[config.mk]
export PLATFORM = sky130hd
export DESIGN_NAME = armleo_mem_arbiter2
export DESIGN_NICKNAME = d
export VERILOG_FILES = /design/src/rtl/armleo_mem_arb_pkg.sv /design/src/rtl/armleo_mem_1rwm.sv /design/src/rtl/armleo_mem_arbiter2.sv
export SDC_FILE = /design/constraint.sdc
export NUM_CORES = 2
export LEC_CHECK = 0
export CAP_MARGIN = 25
export CORE_UTILIZATION = 60
export DETAILED_ROUTE_END_ITERATION = 12
export PLACE_DENSITY = 0.82
export REMOVE_ABC_BUFFERS = 1
export SLEW_MARGIN = 20
export SYNTH_ARGS = -nofsm -noshare
export SYNTH_HDL_FRONTEND = slang
export SYNTH_MEMORY_MAX_BITS = 65536
export SYNTH_SLANG_ARGS = --single-unit
[constraint.sdc]
create_clock -name clk -period 7.86 [get_ports clk]
set_input_delay 0.786 -clock clk [delete_from_list [all_inputs] [get_ports clk]]
set_output_delay 0.786 -clock clk [all_outputs]
set_load 0.05 [all_outputs]
[src/rtl/armleo_mem_arb_pkg.sv]
// Shared types for the two-port memory arbiter: FSM state, port count and the
// round-robin pick helper used by armleo_mem_arbiter2.
package armleo_mem_arb_pkg;

   localparam int unsigned PORT_COUNT = 2;

   typedef enum logic [0:0] {
      INIT = 1'b0,
      RUN  = 1'b1
   } arb_state_t;

   // One-hot grant; on a tie the port that did not win last time is chosen.
   function automatic logic [1:0] rr_pick(input logic [1:0] valid, input logic last_port);
      logic [1:0] grant;
      case (valid)
         2'b01:   grant = 2'b01;
         2'b10:   grant = 2'b10;
         2'b11:   grant = last_port ? 2'b01 : 2'b10;
         default: grant = 2'b00;
      endcase
      return grant;
   endfunction

endpackage

[src/rtl/armleo_mem_1rwm.sv]
// Single-port read-first RAM with per-lane write enables and a registered
// read port; readdata updates only on cycles with read_i asserted.
module armleo_mem_1rwm #(
   parameter int DEPTH_LOG2 = 7,
   parameter int WIDTH      = 32,
   parameter int GRANULITY  = 8
) (
   input  logic                         clk,
   input  logic [DEPTH_LOG2-1:0]        address_i,
   input  logic                         read_i,
   input  logic                         write_i,
   input  logic [(WIDTH/GRANULITY)-1:0] writeenable_i,
   input  logic [WIDTH-1:0]             writedata_i,
   output logic [WIDTH-1:0]             readdata_o
);

   localparam int LANES = WIDTH / GRANULITY;
   localparam int DEPTH = 2 ** DEPTH_LOG2;

   logic [WIDTH-1:0] mem_q [DEPTH];
   logic [WIDTH-1:0] readdata_q;

   // Read samples the old word, so a simultaneous write returns pre-write data.
   always_ff @(posedge clk) begin
      if (read_i) begin
         readdata_q <= mem_q[address_i];
      end
      if (write_i) begin
         for (int l = 0; l < LANES; l++) begin
            if (writeenable_i[l]) begin
               mem_q[address_i][l*GRANULITY +: GRANULITY] <= writedata_i[l*GRANULITY +: GRANULITY];
            end
         end
      end
   end

   assign readdata_o = readdata_q;

endmodule

[src/rtl/armleo_mem_arbiter2.sv]
// Two-port round-robin arbiter in front of one armleo_mem_1rwm.
// Define ARMLEO_MEM_ARB_INIT_EN to zero-fill the memory after every reset.
module armleo_mem_arbiter2
   import armleo_mem_arb_pkg::*;
#(
   parameter int DEPTH_LOG2 = 7,
   parameter int WIDTH      = 32,
   parameter int GRANULITY  = 8
) (
   input  logic                                    clk,
   input  logic                                    rst_n,
   input  logic [PORT_COUNT-1:0]                   req_valid,
   output logic [PORT_COUNT-1:0]                   req_ready,
   input  logic [PORT_COUNT-1:0]                   req_write,
   input  logic [PORT_COUNT*DEPTH_LOG2-1:0]        req_address,
   input  logic [PORT_COUNT*(WIDTH/GRANULITY)-1:0] req_writeenable,
   input  logic [PORT_COUNT*WIDTH-1:0]             req_writedata,
   output logic [PORT_COUNT-1:0]                   resp_valid,
   output logic [PORT_COUNT*WIDTH-1:0]             resp_readdata,
   output logic                                    init_done
);

   localparam int LANES = WIDTH / GRANULITY;

`ifdef ARMLEO_MEM_ARB_INIT_EN
   localparam arb_state_t RESET_STATE = INIT;
`else
   localparam arb_state_t RESET_STATE = RUN;
`endif

   arb_state_t              state_q;
   logic [DEPTH_LOG2-1:0]   init_addr_q;
   logic                    last_q;
   logic [PORT_COUNT-1:0]   resp_valid_q;
   logic [WIDTH-1:0]        held_q [PORT_COUNT];

   logic [PORT_COUNT-1:0]   grant_s;
   logic                    sel_s;
   logic [DEPTH_LOG2-1:0]   mem_address_s;
   logic                    mem_read_s;
   logic                    mem_write_s;
   logic [LANES-1:0]        mem_writeenable_s;
   logic [WIDTH-1:0]        mem_writedata_s;
   logic [WIDTH-1:0]        mem_readdata_s;

   // Grant is combinational; nothing is granted in reset or while filling.
   always_comb begin
      grant_s = 2'b00;
      if (rst_n && (state_q == RUN)) begin
         grant_s = rr_pick(req_valid, last_q);
      end else begin
         grant_s = 2'b00;
      end
   end

   assign sel_s     = grant_s[1];
   assign req_ready = grant_s;

   // Storage port mux: zero-fill walker in INIT, granted port in RUN.
   always_comb begin
      mem_address_s     = '0;
      mem_read_s        = 1'b0;
      mem_write_s       = 1'b0;
      mem_writeenable_s = '0;
      mem_writedata_s   = '0;
      if (rst_n && (state_q == INIT)) begin
         mem_address_s     = init_addr_q;
         mem_write_s       = 1'b1;
         mem_writeenable_s = '1;
      end else if (grant_s != 2'b00) begin
         mem_read_s        = 1'b1;
         mem_write_s       = req_write[sel_s];
         mem_address_s     = sel_s ? req_address[DEPTH_LOG2 +: DEPTH_LOG2] : req_address[0 +: DEPTH_LOG2];
         mem_writeenable_s = sel_s ? req_writeenable[LANES +: LANES] : req_writeenable[0 +: LANES];
         mem_writedata_s   = sel_s ? req_writedata[WIDTH +: WIDTH] : req_writedata[0 +: WIDTH];
      end else begin
         mem_read_s        = 1'b0;
         mem_write_s       = 1'b0;
      end
   end

   // FSM, round-robin pointer, response pulse and per-port held data.
   always_ff @(posedge clk) begin
      if (!rst_n) begin
         state_q      <= RESET_STATE;
         init_addr_q  <= '0;
         last_q       <= 1'b1;
         resp_valid_q <= '0;
         for (int p = 0; p < PORT_COUNT; p++) begin
            held_q[p] <= '0;
         end
      end else begin
         case (state_q)
            INIT: begin
               init_addr_q <= init_addr_q + DEPTH_LOG2'(1);
               if (init_addr_q == '1) begin
                  state_q <= RUN;
               end
            end
            RUN: begin
               state_q <= RUN;
            end
            default: begin
               state_q <= RESET_STATE;
            end
         endcase
         resp_valid_q <= grant_s;
         if (grant_s != 2'b00) begin
            last_q <= sel_s;
         end
         for (int p = 0; p < PORT_COUNT; p++) begin
            if (resp_valid_q[p]) begin
               held_q[p] <= mem_readdata_s;
            end
         end
      end
   end

   // Outputs are forced low during reset, which also drops an in-flight response.
   always_comb begin
      resp_valid    = resp_valid_q & {PORT_COUNT{rst_n}};
      init_done     = rst_n && (state_q == RUN);
      resp_readdata = '0;
      for (int p = 0; p < PORT_COUNT; p++) begin
         if (!rst_n) begin
            resp_readdata[p*WIDTH +: WIDTH] = '0;
         end else if (resp_valid_q[p]) begin
            resp_readdata[p*WIDTH +: WIDTH] = mem_readdata_s;
         end else begin
            resp_readdata[p*WIDTH +: WIDTH] = held_q[p];
         end
      end
   end

   armleo_mem_1rwm #(
      .DEPTH_LOG2 (DEPTH_LOG2),
      .WIDTH      (WIDTH),
      .GRANULITY  (GRANULITY)
   ) u_storage (
      .clk           (clk),
      .address_i     (mem_address_s),
      .read_i        (mem_read_s),
      .write_i       (mem_write_s),
      .writeenable_i (mem_writeenable_s),
      .writedata_i   (mem_writedata_s),
      .readdata_o    (mem_readdata_s)
   );

endmodule
==> summary.txt <==
Critical path
  • FF-to-FF Start: state_q
  • Crit path DAT: 5.91 ns
  • Largest delay share family, worst path: buffers and inverters
  • Levels on crit path: 9
  • CP max stage delay: 0.93 ns
  • Cell Chain, Critical Path: o211ai_1, buf_4, inv_2, buf_4, nand2_1, o21ai_1, nand2_1, buf_4, nor2_1
  • Critical path endpoint category: flip-flop
  • Worst setup startpoint: state_q
  • Worst path slowest cell: o21ai_1
  • Crit path launch type: flip-flop
  • R2r setup slk: 2.49 ns
  • R2r endpoint: u_storage.mem_q[61][22]
  • Critical path buffers and inverters: 4
  • CP most frequent cell: buf_4
  • Critical Path End: u_storage.mem_q[61][22]
  • Critical Path RT: 8.40 ns
  • Worst-path maximum fanout: 34
  • CP Class: flip-flop to flip-flop
  • R2r worst-path depth: 9

Route
  • Routed WL: 448,000 µm
  • Routed len/inst: 38.3 µm
  • Via Count: 85,700
  • DRC: 0
  • Iteration-0 DRC Markers: 13,500
  • Post-route ant nets: 0
  • Vias/cell: 7.32
  • DRT Pass-1 Iters: 10

Logic synthesis
  • Unique cell type count in the Yosys netlist: 60
  • FF+latch count, synth: 4,203
  • Syn Area/Cell: 21.7 µm²
  • Syn Inst Count: 7,493
  • Register area share after synthesis: 77.7%
  • Synth top area share: 77.6%
  • Top cells by area, synth: edfxtp_1 (78%), mux4_2 (14%), nor2_1 (1.2%)
  • Post-synth ARST share: 0%
  • Main flop type after synthesis: edfxtp_1
  • Post-synth EDFFs: 4,192
  • YS warnings: 0
  • Synth Cell Area: 162,000 µm²
  • Synth area leader: edfxtp_1

GRT
  • Initial antenna violation count: 15
  • First-pass GRT wire length: 633,000 µm
  • Largest net degree at the start of global routing: 117
  • Tot GR Track Use: 32.9%
  • Vias in the first global route: 87,500
  • GR Overflow Total: 0

CTS
  • # clock sinks: 4,203
  • Postcts setup bufs: 0
  • Worst-skew pair later-pin latency: 0.95 ns
  • CTS tree: done
  • CTS Hold Bufs: 0
  • Clock Tree Root: clkbuf_16
  • Clk slew on worst S/H paths: 0.06 ns
  • Cts bufs inserted: 406
  • Longest Clk Path Bufs: 4
  • Htree depth: 5
  • Post-CTS Resized: 0

Floorplan
  • Initial core utilization: 60.5%
  • Die height: 522 µm
  • Die X: 522 µm
  • IO Count: 161
  • Core Box Area: 268,000 µm²
  • Row cnt: 190
  • Die area: 273,000 µm²

Power
  • Sequential Power Share: 52.9%
  • Internal: 36,700 µW
  • Pwr Total: 47,000 µW
  • Sw Share: 22.1%
  • Clock share of power: 41.3%
  • Comb pwr share: 5.8%
  • Power Density: 259 nW/µm²
  • VDD IR max: 0.208 mV
  • Lkg Pwr: 0.0522 µW
  • Sw power: 10,400 µW

Timing
  • Fin crit share: 68.4%
  • Setup total negative slack: 0 ns
  • Final clock skew: 0.0593 ns
  • Fin. max-slew vios: 0
  • Setup-failing EPs final: 0
  • Worst rel slew slack: 18.2%
  • Shortest period the worst path allows: 5.37 ns
  • Worst slew pin tran: 1.22 ns
  • RSZ-0062 raised after global routing: no
  • Fmax: 186 MHz
  • Final hold viol count: 0

Run status
  • Outcome: finished, final reports clean

Placed design
  • Placement Cell Area: 169,000 µm²
  • Placer Congestion: 0.850
  • Buffers on Ports: 160
  • Dpl hpwl: 239,000 µm
  • Placed cells: 10,900

Finish
  • Design area: 182,000 µm²
  • Syn-to-layout area delta: 12.0%
  • Fillcell total: 14,700
  • Ratio of cells with drive above 1 in the final layout: 23.0%
  • Final Net Count: 7,890
  • Fin cells: 11,700

Run
  • Max_cap viols: 0

Hold path
  • Hold crit path type: primary input to flip-flop
power groups by stage:
stage	Clock, µW	Sequential (µW)	Combinational (µW)
after detailed placement	0	25400	2600
after CTS	19400	24900	2670
after floorplan	0	25400	3740
final	19400	24900	2730
after global routing	20100	24900	2790
after global placement	0	25400	2520
per-layer routing:
metal	vias up	routed length, µm	global-route usage [%]
li1	32100	-	-
met3	1728	54900	8.02
met4	16	35000	22.2
met1	43800	141000	40.5
met2	8132	217000	52.4
met5	-	145	0
per-stage QoR:
step	util, %	worst slack, ns	hold slack (ns)
floorplan	-	-79.90	0.461
global placement	62.7	2.09	0.478
detailed placement	62.8	2.03	0.516
CTS	67.6	2.68	0.430
global route	67.7	2.39	0.444
finish	67.7	2.49	0.481
kinds of logic (layout without fill, tap and decap cells):
family                     count (synthesis)  in the layout  synth area share (%)
DFF                                     4203           4203                  77.7
muxes                                   1215           1215                  15.4
and+or+nand+nor                          933            933                  2.60
AOI/OAI and AO/OA                        649            649                  2.90
buffers and inverters                    487           1126                  1.40
xor gates and xnor gates                   5              5                0.0270
adders and majority gates                  1              1               0.00771
other                                      0             17                     0
layout by cell type, fill, tap and decap left out, types with 7 or more instances in the layout:
| master | synthesis | routed |
|---|---|---|
| a21oi_4 | 0 | 32 |
| nor3_1 | 9 | 7 |
| edfxtp_1 | 4192 | 4192 |
| o22a_1 | 30 | 30 |
| a22o_1 | 92 | 92 |
| clkbuf_1 | 266 | 86 |
| mux4_2 | 1019 | 1019 |
| nor2b_1 | 99 | 99 |
| nand4_1 | 64 | 64 |
| clkdlybuf4s50_1 | 0 | 159 |
| nand2_2 | 2 | 9 |
| clkinvlp_4 | 0 | 11 |
| a211oi_1 | 32 | 31 |
| a22oi_1 | 198 | 198 |
| buf_12 | 0 | 27 |
| clkinv_1 | 0 | 105 |
| a21boi_0 | 33 | 33 |
| a21oi_1 | 165 | 133 |
| diode_2 | 0 | 17 |
| o2111ai_1 | 61 | 61 |
| buf_4 | 65 | 177 |
| nand3_1 | 21 | 19 |
| inv_6 | 0 | 9 |
| clkbuf_16 | 0 | 415 |
| nor2_1 | 525 | 519 |
| nand2_1 | 143 | 136 |
| bufinv_16 | 0 | 38 |
| dfxtp_1 | 11 | 9 |
| mux2i_1 | 196 | 196 |
| buf_16 | 0 | 9 |
| clkinv_2 | 0 | 64 |
| and2_1 | 12 | 11 |
| and4_1 | 30 | 30 |
synth_stat cells, drive strengths merged, types with 3 or more instances:
| library cell | number |
|---|---|
| a211oi | 32 |
| a21boi | 34 |
| a21oi | 165 |
| a22o | 92 |
| a22oi | 198 |
| a32oi | 3 |
| and2 | 12 |
| and3 | 4 |
| and4 | 30 |
| buf | 212 |
| clkbuf | 266 |
| dfxtp | 11 |
| edfxtp | 4192 |
| inv | 9 |
| mux2i | 196 |
| mux4 | 1019 |
| nand2 | 145 |
| nand2b | 7 |
| nand3 | 21 |
| nand4 | 64 |
| nor2 | 525 |
| nor2b | 99 |
| nor3 | 13 |
| o2111ai | 61 |
| o21ai | 12 |
| o22a | 30 |
| o22ai | 4 |
| or2 | 3 |
| or3 | 5 |
| xnor2 | 4 |
flip-flops by register name, indices dropped and copies added (netlist names):
register / cells
held_q: 64
state_q: 1
u_storage.readdata_o: 32
init_addr_q: 7
last_q: 1
resp_valid_q: 2
u_storage.mem_q: 4096
area by class of cell:
class,count,area (µm²),share of cell area [%]
Antenna cell,17,42.5,0.0234
Clock buffer,502,10700,5.90
Clock inverter,241,2200,1.21
Sequential cell,4203,126000,69.4
Timing Repair Buffer,374,3730,2.06
Tap cell,3552,4440,2.45
Inverter,9,36.3,0.0200
Multi-Input combinational cell,2803,34400,18.9
worst min path at each step:
stage / startpoint / endpoint / slack, ns / depth (start not counted)
floorplan: init_addr_q[6] / state_q / 0.46 / 2
global placement: init_addr_q[6] / state_q / 0.48 / 2
detailed placement: init_addr_q[6] / state_q / 0.52 / 2
CTS: rst_n / last_q / 0.43 / 2
global route: rst_n / last_q / 0.44 / 2
finish: rst_n / last_q / 0.48 / 2
Note: power is estimated with default switching activity, not from simulation.
